[src/rtl/io_responder.sv]
// io_responder: LSU-facing MMIO responder. Captures one uncached load/store,
// forwards it to the addressed peripheral slot over a valid/ready handshake,
// and returns load data (or an error pulse) to the LSU. Stores are posted.
module io_responder #(
  parameter int          NUM_DEVICES       = 4,
  parameter int          DEV_SEL_LSB       = 16,
  parameter int          TIMEOUT_CYCLES    = 255,
  parameter logic [31:0] MMIO_BASE_ADDRESS = 32'hF000_0000
) (
  input  logic                        clk,
  input  logic                        rst,
  input  logic                        io_rd_en,
  input  logic                        io_wr_en,
  input  logic [31:0]                 io_addr,
  input  logic [3:0]                  io_wr_strobe,
  input  logic [31:0]                 io_wr_data,
  output logic                        io_busy,
  output logic                        io_rd_valid,
  output logic [31:0]                 io_rd_data,
  output logic                        io_err,
  output logic [NUM_DEVICES-1:0]      dev_req_valid,
  input  logic [NUM_DEVICES-1:0]      dev_req_ready,
  output logic                        dev_req_we,
  output logic [DEV_SEL_LSB-1:0]      dev_addr,
  output logic [3:0]                  dev_wr_strobe,
  output logic [31:0]                 dev_wr_data,
  input  logic [NUM_DEVICES-1:0]      dev_rsp_valid,
  input  logic [32*NUM_DEVICES-1:0]   dev_rsp_data
);

  localparam int          SLOT_W       = (NUM_DEVICES > 1) ? $clog2(NUM_DEVICES) : 1;
  // Last counter value still spent waiting; reaching it without completion times out.
  localparam logic [7:0]  TIMEOUT_LAST = 8'(TIMEOUT_CYCLES - 1);
  localparam logic [31:0] ERR_DATA     = 32'hFFFF_FFFF;

  typedef enum logic [1:0] {
    ST_IDLE = 2'd0,
    ST_REQ  = 2'd1,
    ST_WAIT = 2'd2,
    ST_RESP = 2'd3
  } state_t;

  state_t state_reg, state_next;

  // Captured request
  logic [DEV_SEL_LSB-1:0] addr_reg, addr_next;
  logic [3:0]             strobe_reg, strobe_next;
  logic [31:0]            data_reg, data_next;
  logic                   we_reg, we_next;
  logic [SLOT_W-1:0]      slot_reg, slot_next;
  // Set when the completion must carry io_err (unmapped, both strobes, timeout)
  logic                   err_flag_reg, err_flag_next;
  logic [7:0]             cnt_reg, cnt_next;

  // Registered outputs
  logic                   busy_reg, busy_next;
  logic                   rd_valid_reg, rd_valid_next;
  logic [31:0]            rd_data_reg, rd_data_next;
  logic                   err_out_reg, err_out_next;
  logic [NUM_DEVICES-1:0] req_valid_reg, req_valid_next;

  logic [31:0]            rsp_data_arr [NUM_DEVICES];
  logic [NUM_DEVICES-1:0] slot_onehot_next;
  logic                   in_window;

  genvar gi;
  generate
    for (gi = 0; gi < NUM_DEVICES; gi++) begin : g_slot
      assign rsp_data_arr[gi]     = dev_rsp_data[32*gi +: 32];
      assign slot_onehot_next[gi] = (slot_next == SLOT_W'(gi));
    end
  endgenerate

  assign in_window = ((io_addr & MMIO_BASE_ADDRESS) == MMIO_BASE_ADDRESS);

  // Next-state and next-output decode; outputs are derived from the state being entered
  always_comb begin
    state_next    = state_reg;
    addr_next     = addr_reg;
    strobe_next   = strobe_reg;
    data_next     = data_reg;
    we_next       = we_reg;
    slot_next     = slot_reg;
    err_flag_next = err_flag_reg;
    cnt_next      = cnt_reg;

    case (state_reg)
      ST_IDLE: begin
        if (io_rd_en || io_wr_en) begin
          addr_next     = io_addr[DEV_SEL_LSB-1:0];
          strobe_next   = io_wr_strobe;
          data_next     = io_wr_data;
          we_next       = io_wr_en;            // both strobes behave as a write
          slot_next     = io_addr[DEV_SEL_LSB +: SLOT_W];
          cnt_next      = 8'd0;
          err_flag_next = io_rd_en && io_wr_en;
          if (in_window) begin
            state_next = ST_REQ;
          end else begin
            err_flag_next = 1'b1;
            state_next    = ST_RESP;
          end
        end
      end
      ST_REQ: begin
        cnt_next = cnt_reg + 8'd1;
        if (dev_req_ready[slot_reg]) begin
          if (!we_reg) begin
            state_next = ST_WAIT;
          end else if (err_flag_reg) begin
            state_next = ST_RESP;              // accepted, but report the strobe conflict
          end else begin
            state_next = ST_IDLE;              // posted store
          end
        end else if (cnt_reg == TIMEOUT_LAST) begin
          err_flag_next = 1'b1;
          state_next    = ST_RESP;
        end
      end
      ST_WAIT: begin
        cnt_next = cnt_reg + 8'd1;
        if (dev_rsp_valid[slot_reg]) begin
          state_next = ST_RESP;
        end else if (cnt_reg == TIMEOUT_LAST) begin
          err_flag_next = 1'b1;
          state_next    = ST_RESP;
        end
      end
      ST_RESP: begin
        err_flag_next = 1'b0;
        state_next    = ST_IDLE;
      end
      default: begin
        state_next = ST_IDLE;
      end
    endcase

    busy_next      = (state_next != ST_IDLE);
    req_valid_next = (state_next == ST_REQ) ? slot_onehot_next : '0;
    rd_valid_next  = (state_next == ST_RESP) && !we_next;
    err_out_next   = (state_next == ST_RESP) && err_flag_next;
    rd_data_next   = '0;
    if ((state_next == ST_RESP) && !we_next) begin
      // Only a WAIT->RESP transition with a real response is error-free for reads
      rd_data_next = err_flag_next ? ERR_DATA : rsp_data_arr[slot_reg];
    end
  end

  // State, captured request and output registers; reset aborts any transaction
  always_ff @(posedge clk or negedge rst) begin
    if (!rst) begin
      state_reg     <= ST_IDLE;
      addr_reg      <= '0;
      strobe_reg    <= '0;
      data_reg      <= '0;
      we_reg        <= 1'b0;
      slot_reg      <= '0;
      err_flag_reg  <= 1'b0;
      cnt_reg       <= 8'd0;
      busy_reg      <= 1'b0;
      rd_valid_reg  <= 1'b0;
      rd_data_reg   <= '0;
      err_out_reg   <= 1'b0;
      req_valid_reg <= '0;
    end else begin
      state_reg     <= state_next;
      addr_reg      <= addr_next;
      strobe_reg    <= strobe_next;
      data_reg      <= data_next;
      we_reg        <= we_next;
      slot_reg      <= slot_next;
      err_flag_reg  <= err_flag_next;
      cnt_reg       <= cnt_next;
      busy_reg      <= busy_next;
      rd_valid_reg  <= rd_valid_next;
      rd_data_reg   <= rd_data_next;
      err_out_reg   <= err_out_next;
      req_valid_reg <= req_valid_next;
    end
  end

  assign io_busy       = busy_reg;
  assign io_rd_valid   = rd_valid_reg;
  assign io_rd_data    = rd_data_reg;
  assign io_err        = err_out_reg;
  assign dev_req_valid = req_valid_reg;
  assign dev_req_we    = we_reg;
  assign dev_addr      = addr_reg;
  assign dev_wr_strobe = strobe_reg;
  assign dev_wr_data   = data_reg;

endmodule

[config.mk]
export PLATFORM = sky130hd
export DESIGN_NAME = io_responder
export DESIGN_NICKNAME = d
export VERILOG_FILES = /design/src/rtl/io_responder.sv
export SDC_FILE = /design/constraint.sdc
export NUM_CORES = 1
export LEC_CHECK = 0
export CORE_AREA = 2 2 115 117
export CTS_CLUSTER_SIZE = 20
export DETAILED_ROUTE_END_ITERATION = 6
export DIE_AREA = 0 0 117 119
export DONT_BUFFER_PORTS = 1
export GPL_ROUTABILITY_DRIVEN = 0
export SYNTH_ARGS = -nofsm -noshare
export SYNTH_HDL_FRONTEND = slang
export SYNTH_SLANG_ARGS = --single-unit
[constraint.sdc]
create_clock -name clk -period 2.07 [get_ports clk]
set_clock_uncertainty 0.1 [all_clocks]
set_input_delay 0.414 -clock clk [delete_from_list [all_inputs] [get_ports clk]]
set_output_delay 0.414 -clock clk [all_outputs]
set_load 0.03 [all_outputs]
==> results of run 1 <==
## cell usage after synthesis (3+ instances only)
master | n | area share [%]
dfrtp_1 | 105 | 53
mux2_2 | 54 | 12
mux4_2 | 34 | 15
o21a_1 | 33 | 5.0
clkbuf_1 | 15 | 1.1
nor2_1 | 11 | 0.83
inv_1 | 8 | 0.60
nand2_1 | 7 | 0.53
ha_1 | 6 | 1.5
mux2i_1 | 6 | 1.2
nor4_1 | 4 | 0.50
o21ai_0 | 4 | 0.40
a211oi_1 | 3 | 0.45
and3_1 | 3 | 0.38
buf_6 | 3 | 0.68
nand4_1 | 3 | 0.38
xor2_1 | 3 | 0.53
## final timing paths
path / depth (start not counted) / endpoint / slack, ns / startpoint
worst max register to register: 6 / io_rd_data[24] / -0.24 / slot_reg[0]
max in group asynchronous: 0 / dev_wr_strobe[1] / 1.97 / rst
worst min-delay path: 0 / io_rd_data[7] / -0.34 / rst
worst min register to register: 2 / cnt_reg[7] / 0.45 / cnt_reg[7]
min in group clk: 1 / dev_addr[13] / 0.11 / io_addr[13]
worst max-delay path: 6 / io_rd_data[24] / -0.24 / slot_reg[0]
## cells by family (layout without fill, tap and decap cells)
kind of cell | after synthesis | in the layout
simple gates | 36 | 36
compound gates | 59 | 59
mux | 94 | 94
buf+inv | 31 | 69
other cells | 0 | 1
fa+ha+maj | 6 | 6
flops | 105 | 105
xor+xnor | 4 | 4
## worst max-delay path: cells and delay by family, from the launching register on
| kind | cells | cell delay, ns |
|---|---|---|
| multiplexers | 1 | 0.57 |
| buffers and inverters | 2 | 0.28 |
| AO/OA/AOI/OAI | 3 | 0.86 |
| flip-flops | 1 | 0.41 |
## per-stage QoR
step	util, %	instance area [um2]	instances	setup TNS [ns]	setup WS [ns]
3_3_place_gp	41.9	5390	522	-6.95	-0.206
3_5_place_dp	41.9	5390	522	-7.70	-0.233
4_1_cts	45.5	5860	544	-7.99	-0.237
6_report	46.6	5990	550	-7.21	-0.236
2_1_floorplan	-	4970	335	-2.65	-0.0919
5_1_grt	46.6	5990	550	-10.19	-0.313
## metal layers
metal	vias to the layer above	wire length (um)	global-route usage (%)
met5	-	0	0
met4	0	269	6.99
met3	17	1230	5.29
met2	194	7200	32.6
met1	1547	4390	18.3
li1	1329	-	-
## where the power goes
part | switching, mW | leakage [nW] | internal [mW]
combinational | 2.14 | 1.05 | 2.68
clock | 0.806 | 0.165 | 1.09
sequential | 2.34 | 1.32 | 2.98
total | 5.28 | 2.54 | 6.75
## what timing repair did
item / CTS / global route
endpoints found under the setup margin: 43 / 99
pin swaps: 3 / 6
resized for setup: 15 / 12
buffers inserted: 5 / 3
hold endpoints to repair: 105 / 105
gates cloned: 1 / 3
## final cells by class
cell class              instances  area (um2)
clock buffers                   9         225
clock inverters                 7         114
repair buffers                 44         468
well taps                     176         220
flip-flops and latches        105        2630
diodes                          1        2.50
fillers                      1145        6880
multi-input cells             199        2300
inverters                       9        33.8
==> impl_metrics.csv, run 1 <==
group,metric,value,unit
synthesis,synth-seq-cells,105,
route,antenna_left,0,
route,wire_per_inst,23.8,um
floorplan,die_w,117,um
synthesis,synth_edf_count,0,
final_layout,area_growth,20.7,%
worst_hold_path,hp-class,"primary input to async pin",
timing,slew_violations,0,
placement,dp_hpwl,9.48,mm
synthesis,synth_top_family_by_area,"multiplexers",
route,vias,3087,
job,max_cap_violations,0,
clocking,cts-buffers-inserted,9,
final_layout,layout_commonest_cell,"dfrtp_1",
clocking,cts_tree,"done",
global_route,grt_usage,17.6,%
synthesis,synth_warnings,0,
floorplan,die-area,13900,um2
setup_path,slowest_delay,0.57,ns
timing,period_share,111,%
final_layout,drive_gt1_share,45.0,%
synthesis,yosys.area_share.xor_xnor,0.706,%
timing,slew_headroom,76.5,%
setup_path,cp-end-kind,"register",
floorplan,core-area,12900,um2
setup_path,crit_fanout,11,
timing,hold_viol,105,
route,via_per_inst,5.61,
clocking,clock_latency,0.34,ns
pwr,total_power,12.0,mW
synthesis,synth_async_sr_flop_share,100,%
final_layout,final_cell_mix,"dfrtp_1, mux2_2, mux4_2",
route,route.detailed.drc,0,
placement,port_buffers,0,
synthesis,syn_area_per_cell,14.8,um2
status,status,"finished, violations left",
final_layout,fin_nets,582,
synthesis,synth_fa_ha_area_share,1.51,%
synthesis,yosysSeqAreaShare,52.9,%
global_route,grt_pass1_vias,3221,
timing,setup_violations,41,
setup_path,start_kind,"register",
setup_path,critPathRequiredTime,2.26,ns
timing,rsz0062_at_grt,"yes",
clocking,clkSinkCount,105,
pwr,power_density,2010,nW/um2
setup_path,arrival,2.49,ns
floorplan,start_util,38.6,%
synthesis,yosys.area_share.simple,3.70,%
setup_path,path_cells,"mux4_2, a311o_1, a211oi_4, buf_6, buf_12, o21a_1",
synthesis,syn_nets,549,
synthesis,synth.mux.area_fraction,28.9,%
pwr,peakVddDrop,0.759,mV
synthesis,ys_types,44,
pwr,leakagePower,2.54,nW
setup_path,path_class,"register to register",
clocking,root_buffer,"clkbuf_16",
floorplan,rows,42,
clocking,cts.clk_slew.worst_paths,0.07,ns
route,wl,13.1,mm
global_route,antenna_found_initial,1,
floorplan,dieHeight,119,um
timing,fmax,434,MHz
timing,worstMarginPinSlew,0.352,ns
clocking,clk_path_buf_depth,2,
timing,fin_ws,-0.236,ns
floorplan,num_io_pins,300,
global_route,grt_max_degree,106,
synthesis,synthFlopType,"dfrtp_1",
synthesis,syn_inst,335,
setup_path,slowest_stage,"mux4_2",
global_route,grt_pass1_wl,18.0,mm
status,violations,"negative hold slack, negative setup slack",
synthesis,synth_compound_area_share,9.35,%
route,drt_first_pass_iters,5,
route,drt_iter0_markers,96,
clocking,h-tree-depth,3,
timing,holdWs,-0.343,ns
global_route,grt.overflow.total,0,
timing,min_period,2.31,ns
synthesis,syn-cell-area,4960,um2
Note: power is estimated with default switching activity, not from simulation.
==> run 2, diff against run 1 <==
--- a/config.mk
+++ b/config.mk
@@ -11,6 +11,7 @@
 export DIE_AREA = 0 0 117 119
 export DONT_BUFFER_PORTS = 1
 export GPL_ROUTABILITY_DRIVEN = 0
+export SKIP_CTS_REPAIR_TIMING = 1
 export SYNTH_ARGS = -nofsm -noshare
 export SYNTH_HDL_FRONTEND = slang
 export SYNTH_SLANG_ARGS = --single-unit
==> run 2 against run 1 <==
The flow still finishes with violations (negative hold slack, negative setup slack). Critical path depth is 1 higher. Fmax is 1.0% lower. Sequential share of layout area is 0.14 points lower. Setup slack worse by 0.023 ns. Non-clock buffer count stayed put. Core utilization is 0.15 points higher.
==> impl_metrics.csv, run 2 (synthesis results as in run 1) <==
group,metric,value,unit
status,status,"finished, violations left",
status,violations,"negative hold slack, negative setup slack",
timing,setup_violations,40,
pwr,peakVddDrop,0.778,mV
setup_path,critPathRequiredTime,2.26,ns
floorplan,die-area,13900,um2
worst_hold_path,hp-class,"primary input to async pin",
pwr,power_density,2000,nW/um2
route,route.detailed.drc,0,
route,via_per_inst,5.57,
clocking,h-tree-depth,3,
final_layout,final_cells,550,
route,vias,3066,
placement,dp_cells,522,
timing,holdWs,-0.342,ns
route,wl,13.0,mm
global_route,grt.overflow.total,0,
final_layout,final_area,6010,um2
setup_path,path_cells,"mux4_2, a21boi_1, o32a_4, a211oi_4, buf_12, clkbuf_16, o21a_1",
route,drt_first_pass_iters,4,
final_layout,num-fill-cells,1137,
final_layout,drive_gt1_share,45.3,%
setup_path,critPathBufInv,2,
timing,min_period,2.33,ns
placement,dp_hpwl,9.48,mm
timing,worstMarginPinSlew,0.337,ns
final_layout,final_cell_mix,"dfrtp_1, mux2_2, mux4_2",
floorplan,start_util,38.6,%
clocking,cts_tree,"done",
setup_path,crit_fanout,11,
final_layout,fin_nets,582,
final_layout,final_util,46.7,%
pwr,leakagePower,2.55,nW
timing,timing.setup.tns,-8.41,ns
setup_path,slowest_delay,0.57,ns
timing,slew_violations,0,
setup_path,critical_path.top_delay_family,"compound AO/OA/AOI/OAI gates",
route,wire_per_inst,23.7,um
clocking,root_buffer,"clkbuf_16",
timing,period_share,113,%
setup_path,path_class,"register to register",
clocking,cts.clk_slew.worst_paths,0.07,ns
floorplan,rows,42,
final_layout,multi_input_area,2310,um2
global_route,grt_usage,17.2,%
floorplan,die_w,117,um
final_layout,regArea,2630,um2
setup_path,slowest_stage,"mux4_2",
global_route,antenna_found_initial,1,
placement,port_buffers,0,
setup_path,cp-end-kind,"register",
global_route,grt_pass1_vias,3154,
pwr,total_power,12.1,mW
floorplan,num_io_pins,300,
final_layout,layout_commonest_cell,"dfrtp_1",
route,drt_iter0_markers,105,
placement,place_ws,-0.233,ns
floorplan,dieHeight,119,um
clocking,cts-buffers-inserted,9,
timing,hold_viol,105,
clocking,clk_path_buf_depth,2,
clocking,clkSinkCount,105,
global_route,grt_pass1_wl,17.5,mm
setup_path,start_kind,"register",
timing,slew_headroom,76.9,%
floorplan,core-area,12900,um2
timing,rsz0062_at_grt,"yes",
final_layout,area_growth,21.1,%
global_route,grt_max_degree,106,
route,antenna_left,0,
clocking,clock_latency,0.34,ns
timing,fmax,429,MHz
placement,postPlaceCellArea,5390,um2
timing,fin_ws,-0.259,ns
job,max_cap_violations,0,
setup_path,arrival,2.52,ns
## run 2: layout make-up
cell class,instances,share of cell area (%)
well taps,176,3.66
repair buffers,44,8.03
diodes,1,0.0416
inverters,9,0.562
multi-input cells,199,38.3
clock inverters,7,1.89
flip-flops and latches,105,43.7
clock buffers,9,3.75
## run 2: path summary, 6_finish.rpt
check	slack, ns	to	startpoint	cells after the start
min in group clk	0.11	dev_addr[13]	io_addr[13]	1
setup reg to reg	-0.26	io_rd_data[15]	slot_reg[0]	7
max in group asynchronous	1.98	dev_wr_strobe[1]	rst	0
hold / removal	-0.34	io_rd_data[7]	rst	0
hold reg to reg	0.45	cnt_reg[7]	cnt_reg[7]	2
setup / recovery	-0.26	io_rd_data[15]	slot_reg[0]	7
## run 2: metal layers
| layer | share of wire, % | track usage (%) | up-vias |
|---|---|---|---|
| met5 | 0 | 0 | - |
| met4 | 1.8 | 6.84 | 0 |
| met3 | 9.6 | 5.29 | 15 |
| met2 | 55 | 31.4 | 194 |
| met1 | 34 | 18.0 | 1528 |
| li1 | - | - | 1329 |
## run 2: where the power goes
part / leakage, nW / internal [mW] / switching (mW) / total [mW]
clock network: 0.165 / 1.09 / 0.803 / 1.89
registers: 1.32 / 2.98 / 2.33 / 5.31
logic: 1.06 / 2.71 / 2.14 / 4.85
total: 2.55 / 6.78 / 5.27 / 12.1
==> run 3, diff against run 2 <==
--- a/config.mk
+++ b/config.mk
@@ -5,12 +5,15 @@
 export SDC_FILE = /design/constraint.sdc
 export NUM_CORES = 1
 export LEC_CHECK = 0
-export CORE_AREA = 2 2 115 117
+export CELL_PAD_IN_SITES_DETAIL_PLACEMENT = 1
+export CELL_PAD_IN_SITES_GLOBAL_PLACEMENT = 2
+export CORE_MARGIN = 2
+export CORE_UTILIZATION = 35
 export CTS_CLUSTER_SIZE = 20
 export DETAILED_ROUTE_END_ITERATION = 6
-export DIE_AREA = 0 0 117 119
 export DONT_BUFFER_PORTS = 1
 export GPL_ROUTABILITY_DRIVEN = 0
+export PLACE_DENSITY_LB_ADDON = 0.1
 export SKIP_CTS_REPAIR_TIMING = 1
 export SYNTH_ARGS = -nofsm -noshare
 export SYNTH_HDL_FRONTEND = slang
==> run 3 against run 2 <==
The flow still finishes with violations (negative hold slack, negative setup slack). Cell area fell by 2.3%. Total power fell by 4.4%. Sequential share of layout area is 1.0 points higher. Final cell count fell by 0.55%. First-iteration DRC count unchanged. Largest cell class unchanged. Flip-flop and latch count is the same. Combinational power decreased by 6.6%. Fmax rose by 0.98%.
==> impl_metrics.csv, run 3 (synthesis results as in run 1) <==
group,metric,value,unit
final_layout,fin_nets,576,
final_layout,layout_commonest_cell,"dfrtp_1",
worst_hold_path,hp-class,"primary input to async pin",
placement,dp_cells,525,
clocking,clock_latency,0.35,ns
route,wire_per_inst,22.9,um
timing,slew_headroom,71.5,%
setup_path,arrival,2.45,ns
pwr,peakVddDrop,0.629,mV
route,antenna_left,0,
status,violations,"negative hold slack, negative setup slack",
final_layout,num-fill-cells,1405,
timing,slew_violations,0,
route,drt_first_pass_iters,4,
pwr,total_power,11.5,mW
global_route,grt.overflow.total,0,
setup_path,cp-end-kind,"register",
clocking,cts.clk_slew.worst_paths,0.07,ns
timing,worstMarginPinSlew,0.415,ns
floorplan,rows,43,
pwr,leakagePower,2.47,nW
final_layout,final_cells,547,
setup_path,slowest_delay,0.54,ns
setup_path,start_kind,"register",
setup_path,critical_path.top_delay_family,"compound AO/OA/AOI/OAI gates",
clocking,cts-buffers-inserted,9,
floorplan,start_util,35.8,%
final_layout,final_cell_mix,"dfrtp_1, mux2_2, mux4_2",
timing,rsz0062_at_grt,"yes",
setup_path,path_cells,"buf_6, mux4_2, a211oi_2, o31a_1, a211oi_4, buf_12, clkbuf_16, o21a_1",
setup_path,slowest_stage,"mux4_2",
clocking,clkSinkCount,105,
pwr,power_density,1960,nW/um2
clocking,h-tree-depth,3,
timing,hold_viol,105,
global_route,antenna_found_initial,0,
final_layout,drive_gt1_share,44.4,%
final_layout,n_antenna_cell,0,
route,route.detailed.drc,0,
setup_path,crit_fanout,9,
job,max_cap_violations,0,
placement,dp_hpwl,9.63,mm
route,via_per_inst,5.48,
placement,port_buffers,0,
clocking,cts_tree,"done",
global_route,grt_usage,16.1,%
setup_path,path_class,"register to register",
clocking,clk_path_buf_depth,2,
setup_path,crit_cells,8,
global_route,grt_pass1_wl,18.0,mm
route,wl,12.5,mm
clocking,root_buffer,"clkbuf_16",
status,status,"finished, violations left",
floorplan,dieHeight,123,um
global_route,grt_pass1_vias,3302,
final_layout,area_growth,18.3,%
final_layout,final_util,42.3,%
timing,holdWs,-0.348,ns
floorplan,core-area,13900,um2
timing,period_share,111,%
timing,min_period,2.31,ns
timing,setup_violations,41,
setup_path,rr_worst_depth,8,
floorplan,die-area,15200,um2
route,vias,3000,
placement,place_ws,-0.293,ns
timing,fmax,434,MHz
timing,fin_ws,-0.236,ns
setup_path,critPathBufInv,3,
floorplan,die_w,123,um
route,drt_iter0_markers,105,
global_route,grt_max_degree,106,
floorplan,num_io_pins,300,
setup_path,critPathRequiredTime,2.22,ns
-- run 3: changes by cell type in the layout (fill, tap and decap cells not counted), sizes merged, moves of 2 or more --
| cell | change |
|---|---|
| clkinvlp | +2 |
| buf | -3 |
| bufinv | -2 |
| clkbuf | -3 |
-- run 3: cell type report --
type	instances	area [um2]	area share [%]
sequential	105	2630	44.8
multi-input combinational	199	2300	39.2
clock inverter	7	71.3	1.21
timing repair buffer	38	388	6.60
clock buffer	9	225	3.83
inverter	9	33.8	0.575
tap	180	225	3.83
-- run 3: where the power goes --
part | total, mW | internal [mW] | switching, mW
logic | 4.53 | 2.50 | 2.04
registers | 5.32 | 2.98 | 2.34
clock network | 1.66 | 0.849 | 0.813
-- run 3: worst paths after layout --
path | endpoint | startpoint | slack (ns)
max in group asynchronous | cnt_reg[3] | rst | 2.08
setup / recovery | io_rd_data[30] | slot_reg[0] | -0.24
setup reg to reg | io_rd_data[30] | slot_reg[0] | -0.24
hold / removal | dev_wr_data[2] | rst | -0.35
min in group clk | dev_wr_strobe[0] | io_wr_strobe[0] | 0.11
hold reg to reg | cnt_reg[7] | cnt_reg[7] | 0.45
-- run 3: worst register-to-register path, cell delays in order, from the launching register on --
cell and delay (ns):
dfrtp_2 0.42, buf_6 0.12, mux4_2 0.54, a211oi_2 0.21, o31a_1 0.30, a211oi_4 0.11
buf_12 0.15, clkbuf_16 0.16, o21a_1 0.10
-- run 3: stage by stage --
step	instance area, um2	setup TNS (ns)
final	5870	-8.06
after global routing	5870	-11.77
after CTS	5680	-9.25
after detailed placement	5390	-8.73
after global placement	5390	-8.18
after floorplan	4970	-2.65
-- run 3: metal layers --
metal	global-route usage, %	part of all wire, %	vias up
met5	0	0	-
met4	6.39	1.9	0
met3	5.81	10	13
met2	26.7	52	179
met1	19.0	36	1503
li1	-	-	1305
